**src/rtl/tinytone_pkg.sv**
```systemverilog
// Shared definitions for the tinytone audio path: envelope state encoding,
// default amplitude resolution and default envelope shaping constants.
package tinytone_pkg;

    // Default amplitude / level resolution in bits.
    localparam int unsigned AMP_BW_DEF = 8;

    // Default envelope timing and shape (12 MHz system clock assumed).
    localparam logic [23:0] TICK_DIV_DEF     = 24'd30000;
    localparam logic [7:0]  ATTACK_STEP_DEF  = 8'd16;
    localparam logic [7:0]  DECAY_STEP_DEF   = 8'd4;
    localparam logic [7:0]  SUSTAIN_LVL_DEF  = 8'd160;
    localparam logic [7:0]  RELEASE_STEP_DEF = 8'd8;

    // Envelope phases; encoding is fixed so other blocks can decode it.
    typedef enum logic [2:0] {
        IDLE    = 3'd0,
        ATTACK  = 3'd1,
        DECAY   = 3'd2,
        SUSTAIN = 3'd3,
        RELEASE = 3'd4
    } env_state_e;

endpackage

```
**src/rtl/amp_pwm.sv**
```systemverilog
// Amplitude PWM gate: a free-running counter compared against the envelope
// level chops the incoming tone, giving an average loudness of level/2^AMP_BW.
module amp_pwm
    import tinytone_pkg::*;
#(
    parameter int unsigned AMP_BW = AMP_BW_DEF
) (
    input  logic              clk_i,
    input  logic              rst_ni,
    input  logic              tone_i,
    input  logic [AMP_BW-1:0] level_i,
    output logic              pwm_o
);

    logic [AMP_BW-1:0] amp_cnt;
    logic              gate;

    // Free-running amplitude counter, wraps naturally at 2^AMP_BW.
    always_ff @(posedge clk_i) begin
        if (!rst_ni) begin
            amp_cnt <= '0;
        end else begin
            amp_cnt <= amp_cnt + 1'b1;
        end
    end

    // Duty comparator: level 0 never opens the gate, full scale opens it
    // for all but one count.
    always_comb begin
        gate = tone_i & (amp_cnt < level_i);
    end

    // Registered output so the pin sees a glitch-free signal.
    always_ff @(posedge clk_i) begin
        if (!rst_ni) begin
            pwm_o <= 1'b0;
        end else begin
            pwm_o <= gate;
        end
    end

endmodule

```
**src/rtl/tone_envelope.sv**
```systemverilog
// ADSR loudness envelope between the tone generator and the audio pin.
// A slow tick paces the level ramps; the level then gates the tone through
// a fast amplitude PWM.
module tone_envelope
    import tinytone_pkg::*;
#(
    parameter int unsigned        AMP_BW       = AMP_BW_DEF,
    parameter logic [23:0]        TICK_DIV     = TICK_DIV_DEF,
    parameter logic [AMP_BW-1:0]  ATTACK_STEP  = ATTACK_STEP_DEF,
    parameter logic [AMP_BW-1:0]  DECAY_STEP   = DECAY_STEP_DEF,
    parameter logic [AMP_BW-1:0]  SUSTAIN_LVL  = SUSTAIN_LVL_DEF,
    parameter logic [AMP_BW-1:0]  RELEASE_STEP = RELEASE_STEP_DEF
) (
    input  logic              clk_i,
    input  logic              rst_ni,
    input  logic              tone_i,
    input  logic              note_on_i,
    input  logic              note_off_i,
    output logic              pwm_o,
    output logic [AMP_BW-1:0] level_o,
    output logic              busy_o
);

    localparam logic [AMP_BW-1:0] LVL_MAX  = '1;
    localparam logic [23:0]       TICK_TOP = TICK_DIV - 24'd1;

    env_state_e        state;
    env_state_e        state_next;
    logic [AMP_BW-1:0] level;
    logic [AMP_BW-1:0] level_next;
    logic [23:0]       tick_cnt;
    logic              tick;

    logic [AMP_BW:0]   attack_sum;
    logic [AMP_BW-1:0] attack_lvl;
    logic [AMP_BW-1:0] decay_diff;
    logic [AMP_BW-1:0] decay_lvl;
    logic [AMP_BW-1:0] release_lvl;

    // Tick prescaler; a note_on restarts the phase so the first level
    // update lands exactly TICK_DIV cycles after the strobe.
    always_ff @(posedge clk_i) begin
        if (!rst_ni) begin
            tick_cnt <= '0;
        end else if (note_on_i) begin
            tick_cnt <= '0;
        end else if (tick_cnt == TICK_TOP) begin
            tick_cnt <= '0;
        end else begin
            tick_cnt <= tick_cnt + 24'd1;
        end
    end

    // Ticks only matter while a note is sounding.
    always_comb begin
        tick = (tick_cnt == TICK_TOP) && (state != IDLE);
    end

    // Saturating level arithmetic for each ramping phase.
    always_comb begin
        attack_sum  = {1'b0, level} + {1'b0, ATTACK_STEP};
        attack_lvl  = attack_sum[AMP_BW] ? LVL_MAX : attack_sum[AMP_BW-1:0];
        decay_diff  = (level >= DECAY_STEP) ? (level - DECAY_STEP) : '0;
        decay_lvl   = (decay_diff > SUSTAIN_LVL) ? decay_diff : SUSTAIN_LVL;
        release_lvl = (level >= RELEASE_STEP) ? (level - RELEASE_STEP) : '0;
    end

    // State and level registers; reset aborts a note without any release.
    always_ff @(posedge clk_i) begin
        if (!rst_ni) begin
            state <= IDLE;
            level <= '0;
        end else begin
            state <= state_next;
            level <= level_next;
        end
    end

    // Next-state and next-level: note_on beats note_off, and both strobes
    // suppress a level update that would coincide with them.
    always_comb begin
        state_next = state;
        level_next = level;
        if (note_on_i) begin
            state_next = ATTACK;
        end else if (note_off_i &&
                     (state == ATTACK || state == DECAY || state == SUSTAIN)) begin
            state_next = RELEASE;
        end else if (tick) begin
            case (state)
                ATTACK: begin
                    level_next = attack_lvl;
                    if (attack_lvl == LVL_MAX) begin
                        state_next = DECAY;
                    end
                end
                DECAY: begin
                    level_next = decay_lvl;
                    if (decay_lvl == SUSTAIN_LVL) begin
                        state_next = SUSTAIN;
                    end
                end
                SUSTAIN: begin
                    level_next = level;
                end
                RELEASE: begin
                    level_next = release_lvl;
                    if (release_lvl == '0) begin
                        state_next = IDLE;
                    end
                end
                default: begin
                    state_next = IDLE;
                end
            endcase
        end
    end

    // Outputs decoded straight from the registers.
    always_comb begin
        busy_o  = (state != IDLE);
        level_o = level;
    end

    amp_pwm #(
        .AMP_BW (AMP_BW)
    ) u_amp_pwm (
        .clk_i   (clk_i),
        .rst_ni  (rst_ni),
        .tone_i  (tone_i),
        .level_i (level),
        .pwm_o   (pwm_o)
    );

endmodule

```
**config.mk**
```make
export PLATFORM = sky130hd
export DESIGN_NAME = tone_envelope
export DESIGN_NICKNAME = d
export VERILOG_FILES = /design/src/rtl/tinytone_pkg.sv /design/src/rtl/amp_pwm.sv /design/src/rtl/tone_envelope.sv
export SDC_FILE = /design/constraint.sdc
export NUM_CORES = 1
export LEC_CHECK = 0
export BUFFER_PORTS_ARGS = -buffer_cell sky130_fd_sc_hd__buf_2
export CORE_MARGIN = 5
export CORE_UTILIZATION = 57
export CTS_BUF_LIST = sky130_fd_sc_hd__clkbuf_4
export CTS_CLUSTER_DIAMETER = 200
export DETAILED_ROUTE_END_ITERATION = 8
export HOLD_SLACK_MARGIN = 0.02
export PLACE_DENSITY = 0.87
export SETUP_SLACK_MARGIN = 0.2
export SLEW_MARGIN = 20
export SYNTH_ARGS = -nofsm -noshare
export SYNTH_HDL_FRONTEND = slang
export SYNTH_SLANG_ARGS = --single-unit
export TNS_END_PERCENT = 5
```
**constraint.sdc**
```tcl
create_clock -name clk_i -period 2.5 [get_ports clk_i]
set_clock_uncertainty 0.2 [all_clocks]
set_input_delay 0.125 -clock clk_i [delete_from_list [all_inputs] [get_ports clk_i]]
set_output_delay 0.125 -clock clk_i [all_outputs]
set_load 0.02 [all_outputs]
```
==> metrics <==
vias in the first global route=roughly 2.4k; Mean Syn Cell Area=8.44 um^2; DRT met1 WL=2690 um; Global Route Usage Sum=about a fifth; Synth top area share=33.2%; # port buffers=14; outcome=finished with violations; area grow syn2layout=18.2%; Synth Register Bits=44; CTS max path bufs=2; Final GP Congestion=approximately 0.96; I/O pin total=15; setup ws final=-0.0718 ns; DRT iter0 DRCs=268; syn_nets=336; crit path kind=flop to flop; Initial DRT Pass Iterations=4; top cells by area, synth=dfxtp_1 33%, ha_1 8.0%, xor2_1 5.9%; htree depth=2; first-pass GRT wire length=10400 um; uppermost layer routed=met4; Met2 Wirelength=3020 um; clk root buf=clkbuf_4; violated checks=setup timing; measured slew at the worst slew-check pin=0.485 ns; hpwl dp=4600 um; share of layout cells above drive strength 1=18.7%; Setup violations, final=3; final WL=a little over 6000 um; f_max=just under 0.4 GHz; Initial Util=59.7%; Req. time, crit path=approximately 2.6 ns; ANT cells=0; reported max-cap violation count=0; Post-synth EDFFs=0; Clock transition at path regs=0.14 ns; arrival time of the worst setup path=2.64 ns; Nets=around 380; TritonCTS Sinks=44; Via Count=between 2k and 2.5k; total die area=0.00612 mm^2; CP Capture Type=flop; Synth Flop Type=dfxtp_1; Max Slew Vio Count=0; average routed wire per standard cell=15.0 um; Synth cell types=52; crit start category=flop; maximum VDD drop=about 0.28 mV; worst-path maximum fanout=5; endpoints failing hold=0; RSZ-0062 raised after global routing=true; DRC viols=0; sequential fraction of the synthesis area=33.2%; CTS tree=done; number of CTS-inserted buffers=5; cell count after synthesis=314; Die W=between 70 and 80 um; vias per inst=just under 6; multi-input logic area=0.00174 mm^2; WL met3=roughly 280 um; Rows=24; Slew HR=between 60% and 70%; Yosys warnings=0; initial antenna violation count=0; Post-synth ARST share=0%; largest net degree at the start of global routing=25; netlist area before placement=about 0.0027 mm^2; remaining global-route overflow=0; leakage=around 1.3 nW; clk_lat worst skew=0.36 ns; hold slack=0.272 ns; die height=78.2 um; register area=890 um^2; Tmin final=~2.6 ns; # fillers=~350; Core Footprint=0.00444 mm^2; Detail Route Antenna Nets=0; most frequent cell after synthesis=dfxtp_1; total power=0.00124 W; most frequent cells after synthesis=44 x dfxtp_1, 38 x nor2_1, 19 x nand3_1; PD cells=397 mW/mm^2; min-delay worst type=flop to flop; Yosys top cell by area=dfxtp_1; Period Utilization, post-route=103%
-- state kept, by name, indices dropped and copies added, names as in the netlist --
signal,flops
level_o,8
tick_cnt,24
u_amp_pwm.pwm_o,1
u_amp_pwm.amp_cnt,8
state,3
-- worst paths after layout --
check | depth (start not counted) | slack (ns) | from | end
max | 8 | -0.07 | level_o[4] | state[0]
min reg2reg | 1 | 0.27 | u_amp_pwm.amp_cnt[0] | u_amp_pwm.amp_cnt[0]
min | 1 | 0.27 | u_amp_pwm.amp_cnt[0] | u_amp_pwm.amp_cnt[0]
max reg2reg | 8 | -0.07 | level_o[4] | state[0]
-- worst max-delay path, stage by stage (launching register included) --
cell	delay [ns]
dfxtp_4	0.38
inv_4	0.07
ha_4	0.12
or3b_4	0.36
or3_1	0.32
a31o_1	0.23
a221oi_4	0.37
nor2b_1	0.12
a221o_1	0.30
-- timing repair --
action / 4_1_cts / 5_1_grt
setup buffers: 1 / 0
hold buffers: 4 / 0
setup endpoints to repair: 11 / 35
pin swaps: 8 / 1
resized for setup: 3 / 2
hold endpoints to repair: 20 / 0
-- through the flow --
step	instance area, um^2	setup TNS [ns]	setup slack, ns	std cells	util [%]
detailed placement	2990	-0.213	-0.0936	397	67.2
floorplan	2690	-0.0762	-0.0575	314	-
global route	3130	-0.825	-0.163	410	70.5
global placement	2990	-0.0569	-0.0495	397	67.2
finish	3130	-0.126	-0.0718	410	70.5
CTS	3130	-0.156	-0.0818	410	70.3
-- kinds of logic after synthesis --
family,Yosys count,share of synthesized area (%)
AOI/OAI and AO/OA,59,16.0
xor gates and xnor gates,32,10.6
adders and majority gates,17,8.02
buffers and inverters,19,2.74
DFF,44,33.2
muxes,3,1.13
and+or+nand+nor,140,28.3
-- power breakdown --
part	internal, W	switching, W	leakage [nW]
Sequential	0.000708	0.0000111	0.358
Clock	0.000209	0.000244	0.0412
Combinational	0.0000337	0.0000390	0.887
-- layer usage --
layer,vias to the layer above,track usage [%]
li1,1200,-
met1,1123,23.6
met2,59,38.3
met3,22,4.12
met4,0,8.39
met5,-,0
-- layout by cell type, fill, tap and decap left out, drive strengths merged, types with 2 or more instances in the layout --
cell type	instances
xnor2	14
nor3	6
a211oi	3
a21oi	10
a221oi	2
nand2b	8
a31oi	4
nand4	5
dfxtp	44
nor4	4
nand2	16
clkbuf	5
o211ai	2
xor2	18
o211a	2
or2	3
a21boi	4
nor2b	9
nand3	19
ha	17
a41o	2
buf	42
or4	2
nor4b	2
a21o	4
and4	2
nor2	38
and2	9
mux2i	3
dlygate4sd3	4
o21ai	17
inv	9
or3	6
and3	6
-- cell type report --
cell class,count,area share [%]
clock inverter,3,1.36
inverter,9,1.24
multi-input combinational,251,55.5
sequential,44,28.4
clock buffer,5,1.20
tap,52,2.08
timing repair buffer,46,10.2
Power figures use the tool's default switching activity.
